**config.mk**
```make
export PLATFORM = sky130hd
export DESIGN_NAME = ln_unit
export DESIGN_NICKNAME = d
export VERILOG_FILES = /design/src/rtl/ln_unit.sv
export SDC_FILE = /design/constraint.sdc
export NUM_CORES = 1
export LEC_CHECK = 0
export ABC_AREA = 1
export BUFFER_PORTS_ARGS = -buffer_cell sky130_fd_sc_hd__buf_2
export CAP_MARGIN = 20
export CORE_ASPECT_RATIO = 0.9
export CORE_MARGIN = 5
export CORE_UTILIZATION = 65
export DETAILED_ROUTE_END_ITERATION = 10
export PLACE_DENSITY = 0.91
export SYNTH_ARGS = -nofsm -noshare
export SYNTH_HDL_FRONTEND = slang
export SYNTH_SLANG_ARGS = --single-unit
```
**constraint.sdc**
```tcl
create_clock -name clk -period 13.4 [get_ports clk]
set_clock_uncertainty 0.15 [all_clocks]
set_input_delay 2.68 -clock clk [delete_from_list [all_inputs] [get_ports clk]]
set_output_delay 2.68 -clock clk [all_outputs]
set_load 0.02 [all_outputs]
```
**src/rtl/ln_unit.sv**
```systemverilog
// Iterative natural log: unsigned Q2.6 magnitude in, signed Q3.5 ln(x) out, via normalise/correct/scale.
// Define LN_ROUND_EN to round the final scale half-up instead of flooring it.
module ln_unit #(
    parameter int LN2_Q8 = 177,
    parameter int CORR_K = 11
) (
    input  logic       clk,
    input  logic       rst_n,
    input  logic       in_valid,
    output logic       in_ready,
    input  logic [7:0] in_x,
    output logic       out_valid,
    input  logic       out_ready,
    output logic [7:0] ln_out,
    output logic       out_sat,
    output logic       out_zero
);

    typedef enum logic [2:0] {IDLE, NORM, CORR, SCALE, DONE} state_t;

    localparam logic signed [18:0] LN2_S = 19'(LN2_Q8);

    state_t             state_q, state_d;
    logic [7:0]         m_q, m_d;
    logic signed [3:0]  k_q, k_d;
    logic signed [10:0] l2_q, l2_d;
    logic [7:0]         ln_q, ln_d;
    logic               sat_q, sat_d;
    logic               zero_q, zero_d;
    logic               vld_q, vld_d;

    logic [6:0]         f;
    logic [7:0]         f_inv;
    logic [14:0]        corr_prod;
    logic [7:0]         corr;
    logic [11:0]        c2_prod;
    logic [6:0]         c2;
    logic signed [10:0] l2_calc;
    logic signed [18:0] p, p_adj, v;

    function automatic logic [8:0] sat8(input logic signed [18:0] val);
        if (val < -19'sd128)
            sat8 = {1'b1, 8'h80};
        else if (val > 19'sd127)
            sat8 = {1'b1, 8'h7F};
        else
            sat8 = {1'b0, val[7:0]};
    endfunction

    // Quadratic correction of the linear mantissa approximation to log2(1+f)
    always_comb begin
        f         = m_q[6:0];
        f_inv     = 8'd128 - {1'b0, f};
        corr_prod = 15'(f) * 15'(f_inv);
        corr      = 8'(corr_prod >> 7);
        c2_prod   = 12'(corr) * 12'(CORR_K);
        c2        = 7'(c2_prod >> 5);
        l2_calc   = $signed({k_q, 7'd0}) + $signed({4'd0, f}) + $signed({4'd0, c2});
        p         = $signed({{8{l2_q[10]}}, l2_q}) * LN2_S;
`ifdef LN_ROUND_EN
        p_adj     = p + 19'sd512;
`else
        p_adj     = p;
`endif
        v         = p_adj >>> 10;
    end

    always_comb begin
        state_d = state_q;
        m_d     = m_q;
        k_d     = k_q;
        l2_d    = l2_q;
        ln_d    = ln_q;
        sat_d   = sat_q;
        zero_d  = zero_q;
        vld_d   = vld_q;
        case (state_q)
            IDLE: begin
                if (in_valid) begin
                    m_d     = in_x;
                    k_d     = 4'sd1;
                    state_d = NORM;
                end
            end
            NORM: begin
                if (m_q == 8'd0) begin
                    ln_d    = 8'h80;
                    zero_d  = 1'b1;
                    sat_d   = 1'b0;
                    state_d = DONE;
                end else if (m_q[7]) begin
                    state_d = CORR;
                end else begin
                    m_d = {m_q[6:0], 1'b0};
                    k_d = k_q - 4'sd1;
                end
            end
            CORR: begin
                l2_d    = l2_calc;
                state_d = SCALE;
            end
            SCALE: begin
                {sat_d, ln_d} = sat8(v);
                zero_d        = 1'b0;
                state_d       = DONE;
            end
            DONE: begin
                // out_valid rises one cycle after entering DONE and drops on the handshake
                if (vld_q && out_ready) begin
                    vld_d   = 1'b0;
                    state_d = IDLE;
                end else begin
                    vld_d = 1'b1;
                end
            end
            default: state_d = IDLE;
        endcase
    end

    always_ff @(posedge clk) begin
        if (!rst_n) begin
            state_q <= IDLE;
            ln_q    <= 8'd0;
            sat_q   <= 1'b0;
            zero_q  <= 1'b0;
            vld_q   <= 1'b0;
        end else begin
            state_q <= state_d;
            ln_q    <= ln_d;
            sat_q   <= sat_d;
            zero_q  <= zero_d;
            vld_q   <= vld_d;
        end
    end

    always_ff @(posedge clk) begin
        m_q  <= m_d;
        k_q  <= k_d;
        l2_q <= l2_d;
    end

    assign in_ready  = (state_q == IDLE);
    assign out_valid = vld_q;
    assign ln_out    = ln_q;
    assign out_sat   = sat_q;
    assign out_zero  = zero_q;

endmodule

```
==> out/metrics.csv, run 1 <==
metric;value;unit
total number of vias;4852;
final setup TNS;0;ns
Register-to-Register Path Depth;46;
CP endpoint kind;flop;
GR Overflow Total;0;
synthesized cell area;5786;sq um
Worst setup SP type;flop;
share of cells above drive strength 1;0.09908;
worst-path cell with the longest stage delay;fa_1;
HP Class;flop to flop;
row count;32;
Tcrit/Tclk final;0.6815;
Place WS;4.461;ns
Num Clock Sinks;37;
largest net degree at the start of global routing;20;
hold path depth;2;
CP max FO;10;
Routed WL;12.46;mm
CTS tree;yes;
vias in the first global route;4912;
postcts setup bufs;0;
I/O Buffers;23;
CTS buffer count;5;
endpoints failing hold;0;
number of placed cells counting well taps;868;
Initial Util;0.6690;
CTS clk-pin slew, worst paths;0.08;ns
Clock Latency Late Sink;0.29;ns
max cap viols;0;
final worst path period need;9.132;ns
post-synthesis instance total;724;
H-tree levels;2;
fmax;0.1095;GHz
number of synthesized register bits;37;
async set-reset flop share out of synthesis;0;
first-pass GRT wire length;21.38;mm
# hold bufs at CTS;0;
Post-DRT Antenna Nets;0;
DR vias/cell;5.539;
Worst EP required;13.29;ns
initial antenna violation count;0;
critical path class;flop to flop;
Setup Viol. Count Final;0;
Core Util, Final;0.7108;
Placer Congestion;0.9039;
setup ws final;4.268;ns
Avg Cell Area, Syn;7.991;sq um
Netlist cell types;41;
PostCTS Resize Cnt;0;
Pre-Repair DR Iteration Count;5;
area delta synth->final;6.250;%
synth warn;0;
RSZ-0062 raised after global routing;no;
Root Buffer;clkbuf_8;
IO Count;24;
Least-Margin Pin Slew;1.018;ns
DR DRC count;0;
delay of the slowest critical-path stage;0.55;ns
ANT cells;0;
gr usage total;0.2423;
Layout Nets;926;
DIE HEIGHT;99.50;microns
wire per inst;14.22;microns
clock buffer depth;2;
Die X-Extent;109.4;microns
core box area;8648;sq um
HPWL after DPL;10.52;mm
drt first-iter violations;413;
Most used DFF post-synth;edfxtp_1;
full die area;10890;sq um
worst endpoint data arrival time;9.03;ns
Max Transition Viols Final;0;
Finished Layout Cells;876;
status;finished, final reports clean;
sequential area share after synthesis;0.1678;
Worst slew margin;0.3211;
number of synthesized flops with an enable pin;23;
==> stage by stage <==
stage          hold slack [ns]  instance area (sq um)
2_1_floorplan           0.3791                   5804
3_3_place_gp            0.2997                   6056
3_5_place_dp            0.2991                   6056
4_1_cts                 0.3292                   6147
5_1_grt                 0.3475                   6147
6_report                0.3322                   6147
==> registers in the layout, indices dropped and copies added, names as in the netlist <==
signal     cells
out_sat        1
l2_q          11
ln_out         8
out_zero       1
m_q            8
out_valid      1
state_q        3
k_q            4
==> cell families (layout without fill, tap and decap cells) <==
logic type / Yosys count / in the layout / synth area share
AND/OR/NAND/NOR: 271 / 271 / 0.2122
buffers and inverters: 165 / 193 / 0.1073
adder cells (fa/ha/maj): 158 / 158 / 0.4066
AO/OA/AOI/OAI: 67 / 67 / 0.06856
flip-flops: 37 / 37 / 0.1678
XOR/XNOR: 24 / 24 / 0.03633
other: 2 / 7 / 0.001298
==> path summary, 6_finish.rpt <==
kind	slack, ns	end	from
max	4.27	l2_q[10]	m_q[0]
min	0.33	out_zero	out_zero
max reg2reg	4.27	l2_q[10]	m_q[0]
min reg2reg	0.33	out_zero	out_zero
==> worst max-delay path, delay by kind of cell, from the launching register on <==
kind	cells	cell delay, ns
buf+inv	6	0.54
fa+ha+maj	11	4.40
simple gates	23	2.19
compound gates	4	0.76
flops	1	0.54
xor+xnor	2	0.32
==> cells in the mapped netlist, drive strengths merged, types with 3 or more instances <==
cell | n | area, sq um
xor2 | 15 | 131.4
fa | 50 | 1001
nor3 | 5 | 30.03
nand3 | 36 | 220.2
o31ai | 6 | 45.04
o21ai | 12 | 60.05
a211oi | 4 | 30.03
inv | 161 | 604.3
xnor2 | 9 | 78.83
dfxtp | 14 | 280.3
ha | 108 | 1351
nor2 | 64 | 247.7
nand4 | 4 | 37.53
edfxtp | 23 | 690.7
a21oi | 37 | 200.2
nand2 | 155 | 646.9
or2 | 3 | 18.77
==> area by class of cell <==
| cell class | instances | area (sq um) |
|---|---|---|
| Tap cell | 119 | 148.9 |
| Timing Repair Buffer | 23 | 115.1 |
| Sequential cell | 37 | 970.9 |
| Clock buffer | 5 | 68.82 |
| Clock inverter | 3 | 22.52 |
| Inverter | 162 | 608.1 |
| Multi-Input combinational cell | 527 | 4213 |
| Fill cell | 644 | 2501 |
==> layer usage <==
metal	wire length, microns	GRT usage	part of all wire	vias to the layer above
met5	0	0	0	-
met4	208	0.05465	0.017	0
met3	719	0.03245	0.058	26
met2	6368	0.4369	0.51	157
met1	5163	0.3069	0.41	2322
li1	-	-	-	2347
==> cell usage in the layout, fill, tap and decap left out, types with 4 or more instances in the layout <==
master	netlist	final
a211oi_1	4	4
a21oi_1	33	33
a21oi_2	4	4
buf_2	1	23
clkbuf_8	0	5
conb_1	2	7
dfxtp_1	14	14
edfxtp_1	23	23
fa_1	50	50
ha_1	108	108
inv_1	157	157
inv_2	4	4
nand2_1	133	133
nand2_2	20	20
nand3_1	31	31
nor2_1	61	61
nor3_1	4	4
o21ai_0	7	7
o21ai_1	5	5
o31ai_1	6	6
xnor2_1	9	9
xor2_1	15	15
Power of run 1 is left out: the tool's default activity adds up to more than one toggle a clock period on the data nets, which glitch-free logic cannot reach.
==> inputs of run 2 (changes only) <==
--- a/config.mk
+++ b/config.mk
@@ -10,9 +10,9 @@
 export CAP_MARGIN = 20
 export CORE_ASPECT_RATIO = 0.9
 export CORE_MARGIN = 5
-export CORE_UTILIZATION = 65
+export CORE_UTILIZATION = 58
 export DETAILED_ROUTE_END_ITERATION = 10
-export PLACE_DENSITY = 0.91
+export PLACE_DENSITY = 0.87
 export SYNTH_ARGS = -nofsm -noshare
 export SYNTH_HDL_FRONTEND = slang
 export SYNTH_SLANG_ARGS = --single-unit
==> constraint.sdc (replaced) <==
create_clock -name clk -period 8.01 [get_ports clk]
set_clock_uncertainty 0.15 [all_clocks]
set_input_delay 1.602 -clock clk [delete_from_list [all_inputs] [get_ports clk]]
set_output_delay 1.602 -clock clk [all_outputs]
set_load 0.02 [all_outputs]
==> out/metrics.csv, run 2 (synthesized netlist as in run 1, its figures left out) <==
metric;value;unit
total number of vias;5195;
clock buffer depth;2;
Clock Latency Late Sink;0.30;ns
Post-DRT Antenna Nets;0;
Layout Nets;980;
DR DRC count;0;
CTS tree;yes;
Worst EP required;7.91;ns
Placer Congestion;0.9011;
row count;34;
Routed WL;15.18;mm
H-tree levels;2;
GR Overflow Total;0;
delay of the slowest critical-path stage;0.56;ns
HPWL after DPL;10.21;mm
vias in the first global route;4950;
post-route cell area;6938;sq um
cell family with most CP delay;adder cells;
r2r endpoint;l2_q[10];
Setup Viol. Count Final;5;
Met1 Wirelength;5.998;mm
Die X-Extent;115.3;microns
Initial Util;0.5965;
CP endpoint kind;flop;
number of flip-flops in the largest register;11;
I/O Buffers;23;
violated checks;negative setup slack;
drt first-iter violations;305;
largest net degree at the start of global routing;20;
Least-Margin Pin Slew;1.091;ns
Pre-Repair DR Iteration Count;5;
endpoints failing hold;0;
R2R Path Start;m_q[0];
Buffers & Inverters on Critical Path;9;
initial antenna violation count;0;
final worst path period need;8.129;ns
register with the most flip-flops;l2_q;
critical path class;flop to flop;
Num Clock Sinks;37;
full die area;12080;sq um
HP Class;flop to flop;
Root Buffer;clkbuf_8;
DR vias/cell;5.544;
hold path depth;2;
CP most frequent cell;nand2_2;
CP max FO;5;
gr usage total;0.2266;
wire per inst;16.20;microns
met3 WL;987;microns
Max Transition Viols Final;0;
Post-DP Area;6315;sq um
setup ws final;-0.1193;ns
Max Used Layer;met4;
status;finished with violations;
CTS buffer count;5;
Reg2Reg Setup Slack;-0.12;ns
worst-path cell with the longest stage delay;fa_1;
commonest non-fill, non-tap cell in the layout;inv_1;
max cap viols;0;
first-pass GRT wire length;22.54;mm
Worst setup SP type;flop;
ANT cells;0;
DIE HEIGHT;104.8;microns
Tcrit/Tclk final;1.015;
fmax;0.1230;GHz
worst endpoint data arrival time;8.03;ns
area delta synth->final;19.92;%
commonest non-fill, non-tap cells in the layout;inv_1, nand2_1, ha_1;
core box area;9699;sq um
share of cells above drive strength 1;0.2367;
routed wl met2;7.768;mm
# hold bufs at CTS;0;
Register-to-Register Path Depth;49;
Worst slew margin;0.2728;
IO Count;24;
RSZ-0062 raised after global routing;yes;
worst hold endpoint;ln_out[3];
Worst Min Path Start;ln_out[3];
CTS clk-pin slew, worst paths;0.09;ns
[run 2: cell types whose count changed in the layout (fill, tap and decap cells not counted), sizes merged]
cell | previous run | this run
buf | 23 | 77
[run 2: worst register-to-register path: cells and delay by family, from the launching register on]
kind	cells	cell delay [ns]
buffers and inverters	9	0.80
AND/OR/NAND/NOR	26	2.16
AO/OA/AOI/OAI	3	0.53
XOR/XNOR	1	0.15
flip-flops	1	0.45
adder cells (fa/ha/maj)	10	3.62
[run 2: final cells by class]
class,count,area [sq um]
Multi-Input combinational cell,527,4582
Fill cell,661,2761
Sequential cell,37,970.9
Inverter,162,608.1
Timing Repair Buffer,77,528.0
Tap cell,126,157.7
Clock buffer,5,68.82
Clock inverter,3,22.52
[run 2: worst max path at each step]
stage,from,cells after the start,endpoint
floorplan,m_q[0],45,l2_q[9]
global placement,m_q[0],47,l2_q[9]
detailed placement,m_q[0],45,l2_q[9]
CTS,m_q[0],48,l2_q[9]
global route,m_q[1],42,l2_q[10]
finish,m_q[0],49,l2_q[10]
[run 2: what timing repair did]
action / CTS / global route
endpoints found under the hold margin: 0 / 0
resized for setup: 14 / 62
setup buffers: 13 / 11
setup endpoints to repair: 5 / 8
pin swaps: 20 / 41
[run 2: metrics by stage]
step	setup TNS, ns	std cells	util	setup slack (ns)	hold slack [ns]
final	-0.3288	937	0.7153	-0.1193	0.3199
after global routing	-2.470	937	0.7153	-0.4930	0.3386
after CTS	-0.006589	927	0.6775	-0.006589	0.3202
after detailed placement	-0.8087	906	0.6511	-0.2746	0.3082
after global placement	0	906	0.6511	0.01820	0.3016
after floorplan	0	729	-	0.003860	0.3791
[run 2: metal layers]
metal	vias up	GRT usage
li1	2449	-
met1	2473	0.3025
met2	222	0.3930
met3	51	0.03121
met4	0	0.04443
met5	-	0
Power of run 2 is left out for the same reason.
==> inputs of run 3 (changes only) <==
==> config.mk (replaced) <==
export PLATFORM = sky130hd
export DESIGN_NAME = ln_unit
export DESIGN_NICKNAME = d
export VERILOG_FILES = /design/src/rtl/ln_unit.sv
export SDC_FILE = /design/constraint.sdc
export NUM_CORES = 1
export LEC_CHECK = 0
export BUFFER_PORTS_ARGS = -buffer_cell sky130_fd_sc_hd__buf_2
export CAP_MARGIN = 20
export CORE_ASPECT_RATIO = 0.9
export CORE_MARGIN = 5
export CORE_UTILIZATION = 65
export DETAILED_ROUTE_END_ITERATION = 10
export PLACE_DENSITY = 0.92
export SYNTH_ARGS = -nofsm -noshare
export SYNTH_HDL_FRONTEND = slang
export SYNTH_SLANG_ARGS = --single-unit
==> constraint.sdc (replaced) <==
create_clock -name clk -period 10.4 [get_ports clk]
set_clock_uncertainty 0.15 [all_clocks]
set_input_delay 2.08 -clock clk [delete_from_list [all_inputs] [get_ports clk]]
set_output_delay 2.08 -clock clk [all_outputs]
set_load 0.02 [all_outputs]
==> out/metrics.csv, run 3 <==
metric;value;unit
# hold bufs at CTS;0;
Avg Cell Area, Syn;9.458;sq um
clock buffer depth;2;
ANT cells;0;
drt first-iter violations;251;
GR Overflow Total;0;
final worst path period need;9.635;ns
R2R Path Start;m_q[1];
synthesized cell area;5410;sq um
async set-reset flop share out of synthesis;0;
number of flip-flops in the largest register;11;
PostCTS Resize Cnt;0;
post-synth top area share;0.2498;
full die area;10250;sq um
initial antenna violation count;0;
cell with the most instances after synthesis;ha_1;
Worst EP required;10.30;ns
Worst setup SP type;flop;
Least-Margin Pin Slew;0.6753;ns
Register-to-Register Path Depth;38;
Most used DFF post-synth;edfxtp_1;
core box area;8068;sq um
area of the multi-input gates;4041;sq um
DR DRC count;0;
synthesized-area fraction occupied by and/or/nand/nor cells;0.1475;
worst hold endpoint;out_zero;
CP endpoint kind;flop;
Routed WL;11.39;mm
Num Clock Sinks;37;
worst endpoint data arrival time;9.54;ns
largest net degree at the start of global routing;18;
Setup Viol. Count Final;0;
DR vias/cell;5.793;
CTS clk-pin slew, worst paths;0.08;ns
I/O Buffers;23;
DIE HEIGHT;96.55;microns
area delta synth->final;6.406;%
critical path class;flop to flop;
total number of vias;4049;
CTS buffer count;5;
RSZ-0062 raised after global routing;no;
top cell type by total area after synthesis;ha_1;
wire per inst;16.29;microns
Post-DRT Antenna Nets;0;
r2r endpoint;l2_q[9];
register area;970.9;sq um
register with the most flip-flops;l2_q;
Tcrit/Tclk final;0.9264;
IO Count;24;
gr usage total;0.2387;
CTS tree;yes;
Clock Latency Late Sink;0.30;ns
Layout Nets;769;
vias in the first global route;4267;
commonest non-fill, non-tap cells in the layout;ha_1, inv_1, fa_1;
synth warn;0;
first-pass GRT wire length;19.53;mm
Netlist cell types;59;
Max Transition Viols Final;0;
share of cells above drive strength 1;0.06667;
Area contributors post-synth;ha_1, fa_1, edfxtp_1, inv_1, dfxtp_1;
Synth Area in Adders;0.4348;
Worst slew margin;0.5481;
hold path depth;2;
Root Buffer;clkbuf_8;
post-synthesis xor/xnor area fraction;0.05504;
Reg2Reg Setup Slack;0.77;ns
row count;31;
number of synthesized register bits;37;
CP most frequent cell;ha_1;
Die X-Extent;106.2;microns
delay of the slowest critical-path stage;0.54;ns
CP max FO;9;
status;finished, final reports clean;
number of synthesized flops with an enable pin;23;
post-synthesis instance total;572;
commonest non-fill, non-tap cell in the layout;ha_1;
Worst Min Path Start;out_zero;
post-synthesis mux area share;0.004625;
synth cell count leaders;ha_1, inv_1, fa_1;
Placer Congestion;0.8631;
fillcell total;563;
endpoints failing hold;0;
postcts setup bufs;0;
fmax;0.1038;GHz
final setup TNS;0;ns
H-tree levels;2;
HPWL after DPL;9.209;mm
combinational family with the most area after synthesis;adder cells;
Synth Area in Compound Gates;0.1001;
max cap viols;0;
HP Class;flop to flop;
Initial Util;0.6706;
Pre-Repair DR Iteration Count;4;
worst-path cell with the longest stage delay;fa_1;
sequential area share after synthesis;0.1795;
## run 3: logic make-up after synthesis
family | count (synthesis)
multiplexers | 2
XOR/XNOR | 34
flip-flops | 37
buffers and inverters | 111
other | 2
adder cells (fa/ha/maj) | 158
AO/OA/AOI/OAI | 76
AND/OR/NAND/NOR | 152
## run 3: cell type report
class | instances | share of cell area
repair buffers | 25 | 0.02260
flip-flops and latches | 37 | 0.1687
inverters | 101 | 0.06586
clock buffers | 6 | 0.01261
multi-input cells | 429 | 0.7020
well taps | 99 | 0.02152
clock inverters | 2 | 0.006738
## run 3: worst max-delay path: cells and delay by family (launching register included)
kind	cells	cell delay, ns
AO/OA/AOI/OAI	8	1.52
XOR/XNOR	4	0.77
adder cells (fa/ha/maj)	11	4.27
buffers and inverters	3	0.40
flip-flops	1	0.52
AND/OR/NAND/NOR	12	1.74
## run 3: worst max-delay path by stage
stage | endpoint | from | slack, ns | depth (start not counted)
6_report | l2_q[9] | m_q[1] | 0.77 | 38
5_1_grt | l2_q[9] | m_q[1] | 0.1 | 38
4_1_cts | l2_q[9] | m_q[1] | 0.77 | 38
3_5_place_dp | l2_q[9] | m_q[1] | 0.84 | 38
3_3_place_gp | l2_q[9] | m_q[1] | 1.30 | 38
2_1_floorplan | l2_q[9] | m_q[0] | 1.72 | 38
## run 3: routing by layer
metal  vias up  GRT usage  wire length [microns]
met1      1959     0.2904                   4924
li1       1957          -                      -
met2       108     0.4420                   5800
met4         0    0.06688                    212
met3        25    0.03854                    449
met5         -          0                      0
## run 3: per-stage QoR
stage	setup WS (ns)	util	hold WS (ns)	area, sq um	cells
5_1_grt	0.09765	0.7136	0.3725	5757	699
3_3_place_gp	1.302	0.6998	0.3041	5645	691
6_report	0.7653	0.7136	0.3292	5757	699
4_1_cts	0.7723	0.7136	0.3320	5757	699
2_1_floorplan	1.715	-	0.3414	5429	577
3_5_place_dp	0.8430	0.6998	0.3131	5645	691
Power of run 3 is left out for the same reason.
